===== config.mk =====
export PLATFORM = sky130hd
export DESIGN_NAME = mlp_frame_sequencer_flat
export DESIGN_NICKNAME = d
export VERILOG_FILES = /design/src/rtl/mlp_frame_sequencer_if.sv /design/src/rtl/mlp_frame_sequencer.sv /design/src/flat_wrapper.sv
export SDC_FILE = /design/constraint.sdc
export NUM_CORES = 1
export LEC_CHECK = 0
export ABC_AREA = 1
export CELL_PAD_IN_SITES_DETAIL_PLACEMENT = 1
export CELL_PAD_IN_SITES_GLOBAL_PLACEMENT = 2
export CORE_UTILIZATION = 30
export DETAILED_ROUTE_END_ITERATION = 10
export PLACE_DENSITY = 0.87
export SETUP_SLACK_MARGIN = 0.3
export SYNTH_ARGS = -nofsm -noshare
export SYNTH_HDL_FRONTEND = slang
export SYNTH_SLANG_ARGS = --single-unit
export TNS_END_PERCENT = 5

===== constraint.sdc =====
create_clock -name clk -period 1.85 [get_ports clk]
set_input_delay 0.4625 -clock clk [delete_from_list [all_inputs] [get_ports clk]]
set_output_delay 0.4625 -clock clk [all_outputs]
set_load 0.05 [all_outputs]

===== src/rtl/mlp_frame_sequencer_if.sv =====
// Feature-in / class-out valid/ready stream bundle for mlp_frame_sequencer.
// master is the producer/consumer side (testbench or host), slave is the sequencer.
interface mlp_frame_sequencer_if #(
    parameter int FEAT_W = 4,
    parameter int CLS_W  = 2
);
    logic              s_valid;
    logic              s_ready;
    logic [FEAT_W-1:0] s_data;
    logic              s_last;
    logic              m_valid;
    logic              m_ready;
    logic [CLS_W-1:0]  m_class;
    logic              m_err;

    modport master (
        output s_valid, s_data, s_last, m_ready,
        input  s_ready, m_valid, m_class, m_err
    );

    modport slave (
        input  s_valid, s_data, s_last, m_ready,
        output s_ready, m_valid, m_class, m_err
    );
endinterface


===== src/rtl/mlp_frame_sequencer.sv =====
// Packs serial features into the flat input of a slow combinational MLP, holds it
// for SETTLE cycles, then returns the captured class on a valid/ready stream.
module mlp_frame_sequencer #(
    parameter int FEAT_W = 4,
    parameter int N_FEAT = 4,
    parameter int CLS_W  = 2,
    parameter int SETTLE = 3
) (
    input  logic                     clk,
    input  logic                     rst,
    mlp_frame_sequencer_if.slave     bus,
    output logic [N_FEAT*FEAT_W-1:0] mlp_inp,
    input  logic [CLS_W-1:0]         mlp_out,
    output logic [7:0]               drop_cnt,
    output logic                     busy
);
    localparam int            KW          = (N_FEAT > 1) ? $clog2(N_FEAT) : 1;
    localparam logic [KW-1:0] K_LAST      = KW'(N_FEAT - 1);
    localparam logic [7:0]    SETTLE_INIT = 8'(SETTLE);

    typedef enum logic [1:0] {ST_COLLECT, ST_SETTLE, ST_HOLD} state_t;

    typedef struct packed {
        logic             err;
        logic [CLS_W-1:0] cls;
    } result_t;

    state_t                        state, state_nxt;
    logic [KW-1:0]                 k;
    logic [N_FEAT-2:0][FEAT_W-1:0] shadow;
    logic [7:0]                    settle_cnt;
    logic                          err_pend;
    result_t                       res;

    logic s_ready_int;
    logic s_xfer;
    logic frame_done;
    logic frame_abort;
    logic settle_done;

    assign s_xfer      = bus.s_valid && s_ready_int;
    assign frame_done  = s_xfer && (k == K_LAST);
    assign frame_abort = s_xfer && (k != K_LAST) && bus.s_last;
    assign settle_done = (state == ST_SETTLE) && (settle_cnt == 8'd1);

    always_ff @(posedge clk) begin
        if (rst) state <= ST_COLLECT;
        else     state <= state_nxt;
    end

    always_comb begin
        state_nxt = state;
        case (state)
            ST_COLLECT: if (frame_done)  state_nxt = ST_SETTLE;
            ST_SETTLE:  if (settle_done) state_nxt = ST_HOLD;
            ST_HOLD:    if (bus.m_ready) state_nxt = ST_COLLECT;
            default:                     state_nxt = ST_COLLECT;
        endcase
    end

    // s_ready drops combinationally with rst so nothing is accepted during reset.
    always_comb begin
        s_ready_int = (state == ST_COLLECT) && !rst;
        bus.m_valid = (state == ST_HOLD);
        busy        = (state != ST_COLLECT);
    end

    assign bus.s_ready = s_ready_int;
    assign bus.m_class = res.cls;
    assign bus.m_err   = res.err;

    // One shadow slot per non-final feature; the final feature goes straight to mlp_inp.
    for (genvar i = 0; i < N_FEAT - 1; i++) begin : g_slot
        always_ff @(posedge clk) begin
            if (rst || frame_abort)
                shadow[i] <= '0;
            else if (s_xfer && (k == KW'(i)))
                shadow[i] <= bus.s_data;
        end
    end

    always_ff @(posedge clk) begin
        if (rst) begin
            k        <= '0;
            mlp_inp  <= '0;
            err_pend <= 1'b0;
        end else if (frame_done) begin
            k        <= '0;
            mlp_inp  <= {bus.s_data, shadow};
            err_pend <= !bus.s_last;
        end else if (frame_abort) begin
            k        <= '0;
        end else if (s_xfer) begin
            k        <= k + 1'b1;
        end
    end

    always_ff @(posedge clk) begin
        if (rst)
            drop_cnt <= '0;
        else if (frame_abort && (drop_cnt != 8'hFF))
            drop_cnt <= drop_cnt + 8'd1;
    end

    always_ff @(posedge clk) begin
        if (rst)
            settle_cnt <= '0;
        else if (frame_done)
            settle_cnt <= SETTLE_INIT;
        else if (state == ST_SETTLE)
            settle_cnt <= settle_cnt - 8'd1;
    end

    // Result registers only move on the settle-expiry cycle, so they hold under backpressure.
    always_ff @(posedge clk) begin
        if (rst)
            res <= '0;
        else if (settle_done)
            res <= '{err: err_pend, cls: mlp_out};
    end
endmodule


===== src/flat_wrapper.sv =====
// flat-port wrapper written by rule: the top's interface ports become plain ports
module mlp_frame_sequencer_flat 
#(
    parameter int FEAT_W = 4,
    parameter int N_FEAT = 4,
    parameter int CLS_W  = 2,
    parameter int SETTLE = 3
)
  (clk, rst, mlp_inp, mlp_out, drop_cnt, busy, bus_s_valid, bus_s_data, bus_s_last, bus_m_ready, bus_s_ready, bus_m_valid, bus_m_class, bus_m_err);
  mlp_frame_sequencer_if #(.FEAT_W(FEAT_W), .CLS_W(CLS_W)) bus_i ();
  input  logic clk;
  input  logic rst;
  output logic [N_FEAT*FEAT_W-1:0] mlp_inp;
  input  logic [CLS_W-1:0] mlp_out;
  output logic [7:0] drop_cnt;
  output logic busy;
  input wire logic [$bits(bus_i.s_valid)-1:0] bus_s_valid;
  input wire logic [$bits(bus_i.s_data)-1:0] bus_s_data;
  input wire logic [$bits(bus_i.s_last)-1:0] bus_s_last;
  input wire logic [$bits(bus_i.m_ready)-1:0] bus_m_ready;
  output wire logic [$bits(bus_i.s_ready)-1:0] bus_s_ready;
  output wire logic [$bits(bus_i.m_valid)-1:0] bus_m_valid;
  output wire logic [$bits(bus_i.m_class)-1:0] bus_m_class;
  output wire logic [$bits(bus_i.m_err)-1:0] bus_m_err;
  assign bus_i.s_valid = bus_s_valid;
  assign bus_i.s_data = bus_s_data;
  assign bus_i.s_last = bus_s_last;
  assign bus_i.m_ready = bus_m_ready;
  assign bus_s_ready = bus_i.s_ready;
  assign bus_m_valid = bus_i.m_valid;
  assign bus_m_class = bus_i.m_class;
  assign bus_m_err = bus_i.m_err;
  mlp_frame_sequencer #(.FEAT_W(FEAT_W), .N_FEAT(N_FEAT), .CLS_W(CLS_W), .SETTLE(SETTLE)) u_core (.clk(clk), .rst(rst), .bus(bus_i), .mlp_inp(mlp_inp), .mlp_out(mlp_out), .drop_cnt(drop_cnt), .busy(busy));
endmodule

==> results of run 1 <==
## repair_timing
item | in CTS | in global routing
endpoints found under the setup margin | 21 | 24
gates resized for setup | 2 | 3
buffers inserted | 2 | 0
endpoints found under the hold margin | 0 | 0
gates cloned | 0 | 0
pin swaps | 2 | 0
## metal layers
layer / part of all wire, % / routed length, um
met3: 3.2 / 185
met2: 48 / 2774
met1: 47 / 2690
met5: 0 / 0
met4: 1.4 / 81
## placed cells by master (no fill, tap or decap), types with 2 or more instances in the layout
master / synthesis / routed
nor3_1: 2 / 2
nand3_1: 17 / 16
buf_4: 0 / 39
o21ai_0: 11 / 11
nand2_2: 11 / 10
dfxtp_4: 0 / 2
dfxtp_2: 0 / 7
inv_2: 3 / 2
nand2_1: 78 / 78
a21oi_1: 32 / 32
ha_1: 7 / 7
inv_1: 30 / 30
buf_12: 1 / 3
nand4_1: 3 / 3
nand3_2: 2 / 3
dfxtp_1: 52 / 43
nor2_1: 25 / 24
a21oi_2: 10 / 10
clkinv_4: 0 / 2
xor2_1: 3 / 3
clkbuf_8: 0 / 5
nand3b_1: 2 / 2
nor2_2: 2 / 2
clkdlybuf4s50_1: 0 / 9
nor2_4: 3 / 4
## cells by family (layout without fill, tap and decap cells)
kind of cell / count (synthesis) / after routing
adder cells (fa/ha/maj): 7 / 7
buffers and inverters: 40 / 94
AND/OR/NAND/NOR: 147 / 147
XOR/XNOR: 4 / 4
flip-flops: 52 / 52
AO/OA/AOI/OAI: 54 / 54
## area by class of cell
class	instances	area [um^2]	area share (%)
inverters	34	135.1	4.513
well taps	99	123.9	4.137
flip-flops and latches	52	1057	35.31
repair buffers	52	451.7	15.09
clock inverters	3	27.53	0.9193
multi-input cells	212	1130	37.73
clock buffers	5	68.82	2.298
## power groups by stage
stage               Clock, mW  Sequential, mW  Combinational (mW)
detailed placement          0            1.17               0.146
floorplan                   0            1.17              0.0669
global route            0.777            1.14               0.162
CTS                     0.737            1.14               0.149
global placement            0            1.17               0.144
finish                  0.699            1.14               0.147
## sequential cells by signal (all words and copies together) (netlist names)
signal / cells
u_core.mlp_inp: 16
u_core.shadow: 12
u_core.drop_cnt: 8
u_core.settle_cnt: 8
u_core.bus.m_class: 2
u_core.k: 2
u_core.state: 2
u_core.bus.m_err: 1
u_core.err_pend: 1
## worst reg2reg max path, delay by kind of cell (launching register included)
kind	cells	cell delay, ps
flip-flops	1	420
adder cells (fa/ha/maj)	1	250
AO/OA/AOI/OAI	1	170
buffers and inverters	2	280
AND/OR/NAND/NOR	3	330
## final timing paths
check	slack [ps]	end	depth (start not counted)	start
min	470	u_core.bus.m_class[1]	2	u_core.bus.m_class[1]
min reg2reg	470	u_core.bus.m_class[1]	2	u_core.bus.m_class[1]
max reg2reg	330	u_core.shadow[7]	7	u_core.k[1]
max	220	bus_m_valid	3	u_core.state[1]
==> impl_metrics.ini, run 1 <==
[yosys]
synth_top_family_by_area = simple AND/OR/NAND/NOR gates
ys_warn_count = 0
synth_top_area_cell = dfxtp_1
synth.mux.area_fraction_pct = 0
postSynthCellCount = 304
ys_seq_elements = 52
synthesis.nets = 322
synth.most_common_cell = nand2_1
synth_edf_count = 0
synth_area_leaders = dfxtp_1 45%, nand2_1 13%, a21oi_1 6.9%, inv_1 4.8%, nor2_1 4.0%
synth_commonest_cells = 78 x nand2_1, 52 x dfxtp_1, 32 x a21oi_1, 30 x inv_1, 25 x nor2_1
synthXorXnorAreaFrac_pct = 1.507
async_reset_ff_share_pct = 0
synth_seq_area_share_pct = 44.78
yosys.area_share.simple_pct = 29.28
synth_area_per_cell_um2 = 7.647
synthDistinctLibCells = 26
synthAdderAreaFrac_pct = 3.767
synth_top_area_share_pct = 44.78
syn_area_mm2 = 0.002325
ys_dominant_reg_cell = dfxtp_1
synth_compound_area_share_pct = 13.29

[critical_path]
crit_chain = inv_1 -> nor2_1 -> buf_12
critPathMaxStageDelay_ps = 420
startpoint_type = flip-flop
path_class = flip-flop to primary output
end_kind = primary output
slowest_stage = dfxtp_2
required_ps = 1390
cp_top_family = flip-flops
worst_ep_arrival_time_ps = 1170
worst-path-buf-inv = 2
path_max_fanout = 4

[power_and_ir_drop]
swShare_pct = 26.22
p_sw_mw = 0.5211
total_power_mw = 1.988
leakage_nw = 1.165
p_int_mw = 1.467
combPwrFrac_pct = 7.4
p_per_area_mw_per_mm2 = 663.9
p_seq_share_pct = 57.4
ir_worst_vdd_mv = 0.2619
power_frac_clock_pct = 35.2

[routing]
drtPass1Iterations = 4
drc_errors = 0
drt_iter0_drc = 82
via_per_inst = 4.646
vias = 2123
wl_per_cell_um = 12.54
drt-total-wl_um = 5731
postRouteAntennaNets = 0

[cells_and_area]
final_util_pct = 40.63
area_growth_pct = 28.79
fin_nets = 375
fin_area_mm2 = 0.002994
insertedDiodeCount = 0
drive_gt1_share_pct = 26.54
final_cells = 457
fillers = 942

[grt]
antenna_found_initial = 0
grtUsageTotal_pct = 14.87
met3_usage_pct = 2.961
overflow = 0
grt_util_met1_pct = 17.88
grt_pass1_vias = 2108
grt_pass1_wl_um = 9763
grt-busiest-layer = met2
grt_max_degree = 23
met2_usage_pct = 26.21

[clock_tree]
max-clock-path-buffers = 2
clk_latency_ps = 320
cts_sinks = 52
cts_tree = built
cts.clk_slew.worst_paths_ps = 100
hold_buffers = 0
clock-root-buffer = clkbuf_8
cts_buffers = 5
h-tree-depth = 2

[sta]
rsz0062_at_grt = true
setup_viol = 0
worstMarginPinSlew_ps = 306.2
clock_skew_ps = 12.51
slew_violations = 0
hold_viol_final = 0
finalWorstSetupSlack_ps = 217.7
maxSlewHeadroom_pct = 79.59
tns_ps = 0
finalCritPeriodShare_pct = 88.23
post-route-min-period_ps = 1632
clock.fmax_mhz = 612.6
finalHoldWorstSlack_ps = 466.6

[floorplan]
start_util_pct = 31.54
dieArea_mm2 = 0.008105
top_level_ports = 41
floorplan.die.width_um = 90.03
rows = 31
dieHeight_um = 90.03
core_area_mm2 = 0.007370

[placement]
port-buffer-count = 40
place_ws_ps = -94.18
place.gp.congestion = 0.7684
dp_hpwl_um = 4380
placed_cell_area_mm2 = 0.002874
dp_cells = 447

[job]
maxCapViolCount = 0

[worst_hold_path]
hold_path.class = flip-flop to flip-flop

[run_status]
status = finished, final reports clean
Power figures use the tool's default switching activity.
==> run 2, diff against run 1 <==
--- a/config.mk
+++ b/config.mk
@@ -12,6 +12,7 @@
 export DETAILED_ROUTE_END_ITERATION = 10
 export PLACE_DENSITY = 0.87
 export SETUP_SLACK_MARGIN = 0.3
+export SLEW_MARGIN = 20
 export SYNTH_ARGS = -nofsm -noshare
 export SYNTH_HDL_FRONTEND = slang
 export SYNTH_SLANG_ARGS = --single-unit
==> results of run 2 <==
Final layout, timing and power as in run 1 (identical DEF).
==> run 3, diff against run 2 <==
--- a/config.mk
+++ b/config.mk
@@ -5,12 +5,11 @@
 export SDC_FILE = /design/constraint.sdc
 export NUM_CORES = 1
 export LEC_CHECK = 0
-export ABC_AREA = 1
 export CELL_PAD_IN_SITES_DETAIL_PLACEMENT = 1
 export CELL_PAD_IN_SITES_GLOBAL_PLACEMENT = 2
 export CORE_UTILIZATION = 30
 export DETAILED_ROUTE_END_ITERATION = 10
-export PLACE_DENSITY = 0.87
+export PLACE_DENSITY = 0.86
 export SETUP_SLACK_MARGIN = 0.3
 export SLEW_MARGIN = 20
 export SYNTH_ARGS = -nofsm -noshare
==> impl_metrics.ini, run 3 <==
[run_status]
status = finished, final reports clean

[yosys]
synth_commonest_cells = 53 x nand2_1, 52 x dfxtp_1, 36 x a21oi_1, 22 x nor2_1, 18 x nand3_1
synth_area_leaders = dfxtp_1 48%, nand2_1 9.1%, a21oi_1 8.2%, nand3_1 4.1%, ha_1 4.0%
synth_area_per_cell_um2 = 8.444
ys_dominant_reg_cell = dfxtp_1
ys_warn_count = 0
ys_seq_elements = 52
synthDistinctLibCells = 39
postSynthCellCount = 259
synth_top_area_share_pct = 47.60
synth_edf_count = 0
synth.most_common_cell = nand2_1
synth_seq_area_share_pct = 47.60
async_reset_ff_share_pct = 0
syn_area_mm2 = 0.002187
synth_top_area_cell = dfxtp_1
synthesis.nets = 277

[power_and_ir_drop]
p_per_area_mw_per_mm2 = 658.9
combPwrFrac_pct = 7.6
leakage_nw = 1.141
p_seq_share_pct = 56.9
ir_worst_vdd_mv = 0.3236
power_frac_clock_pct = 35.5
p_sw_mw = 0.5117
p_int_mw = 1.470
total_power_mw = 1.981
swShare_pct = 25.83

[floorplan]
floorplan.die.width_um = 87.39
core_area_mm2 = 0.006907
top_level_ports = 41
dieHeight_um = 87.39
rows = 30
dieArea_mm2 = 0.007636
start_util_pct = 31.67

[cells_and_area]
drive_gt1_share_pct = 26.42
area_growth_pct = 37.47
largest_reg_flops = 16
top_regs = u_core.mlp_inp (16), u_core.shadow (12)
insertedDiodeCount = 0
regMostFlops = u_core.mlp_inp
final_cell_mix = 53 x nand2_1, 47 x dfxtp_1, 44 x buf_4, 36 x a21oi_1, 20 x nor2_1
final_common_cell = nand2_1
fin_nets = 335
fillers = 830

[critical_path]
path_class = input pin to primary output
end_kind = primary output
required_ps = 1390
worst_ep_arrival_time_ps = 1140
path_max_fanout = 5
startpoint_type = input pin

[routing]
drt_iter0_drc = 64
drt-total-wl_um = 5758
vias = 1975
via_per_inst = 4.771
wl_per_cell_um = 13.91
drtPass1Iterations = 4
drc_errors = 0
postRouteAntennaNets = 0

[grt]
grtUsageTotal_pct = 16.37
grt_max_degree = 19
grt_pass1_vias = 2021
overflow = 0
antenna_found_initial = 0
grt_pass1_wl_um = 9625

[clock_tree]
max-clock-path-buffers = 2
cts_buffers = 5
cts_sinks = 52
clk_latency_ps = 310
h-tree-depth = 2
cts.clk_slew.worst_paths_ps = 100
clock-root-buffer = clkbuf_8
cts_tree = built

[sta]
tns_ps = 0
clock_skew_ps = 11.45
rsz0062_at_grt = true
setup_viol = 0
worstMarginPinSlew_ps = 330.8
finalCritPeriodShare_pct = 86.66
post-route-min-period_ps = 1603
clock.fmax_mhz = 623.8
finalHoldWorstSlack_ps = 454.8
hold_viol_final = 0
slew_violations = 0
maxSlewHeadroom_pct = 77.92

[placement]
port-buffer-count = 40
place.gp.congestion = 0.7477
dp_hpwl_um = 3971

[worst_hold_path]
hold_path.class = flip-flop to flip-flop

[job]
maxCapViolCount = 0
[run 3: per-stage QoR]
stage	util (%)	cells	setup slack, ps	area, um^2
after CTS	43.24	413	245.5	2987
after global placement	40.80	402	-242.7	2818
after global routing	43.53	414	213.3	3007
after floorplan	-	259	255.7	2207
final	43.53	414	246.8	3007
after detailed placement	40.80	402	-264.9	2818
[run 3: final cells by class]
cell class	count	area [um^2]	area share, %
Clock buffer	5	68.82	2.289
Clock inverter	3	25.02	0.8323
Inverter	5	18.77	0.6242
Multi-Input combinational cell	191	1114	37.04
Sequential cell	52	1057	35.16
Tap cell	96	120.1	3.995
Timing Repair Buffer	62	603.1	20.06
[run 3: logic make-up after synthesis]
kind of cell,synth area share [%]
AND/OR/NAND/NOR,27.40
flip-flops,47.60
AO/OA/AOI/OAI,12.70
buffers and inverters,3.147
XOR/XNOR,2.803
adder cells (fa/ha/maj),4.004
multiplexers,2.346
[run 3: power groups by stage]
stage / Clock (mW) / Combinational (mW) / Sequential [mW]
floorplan: 0 / 0.0608 / 1.16
global placement: 0 / 0.131 / 1.16
detailed placement: 0 / 0.134 / 1.16
CTS: 0.725 / 0.150 / 1.13
global route: 0.768 / 0.163 / 1.13
finish: 0.703 / 0.151 / 1.13
[run 3: worst paths after layout]
| kind | slack [ps] | from | cells past startpoint | to |
|---|---|---|---|---|
| max | 250 | rst | 4 | bus_s_ready |
| min | 450 | u_core.shadow[9] | 2 | u_core.mlp_inp[9] |
| max reg2reg | 310 | u_core.state[0] | 5 | u_core.drop_cnt[5] |
| min reg2reg | 450 | u_core.shadow[9] | 2 | u_core.mlp_inp[9] |
[run 3: worst max-delay path, cell delays in order]
cell and delay [ps]:
clkdlybuf4s15_2 260, buf_12 160, nor2_4 110, buf_12 140
[run 3: per-layer routing]
metal | track usage (%) | part of all wire (%) | wire length, um
met5 | 0 | 0 | 0
met4 | 4.918 | 1.3 | 75
met3 | 3.507 | 2.6 | 150
met2 | 28.48 | 50 | 2886
met1 | 20.16 | 46 | 2646
[run 3: timing repair]
action	4_1_cts	5_1_grt
pin swaps	5	2
setup buffers	2	1
gates resized for setup	14	4
cloned	1	0
setup endpoints to repair	46	46
hold buffers	0	0
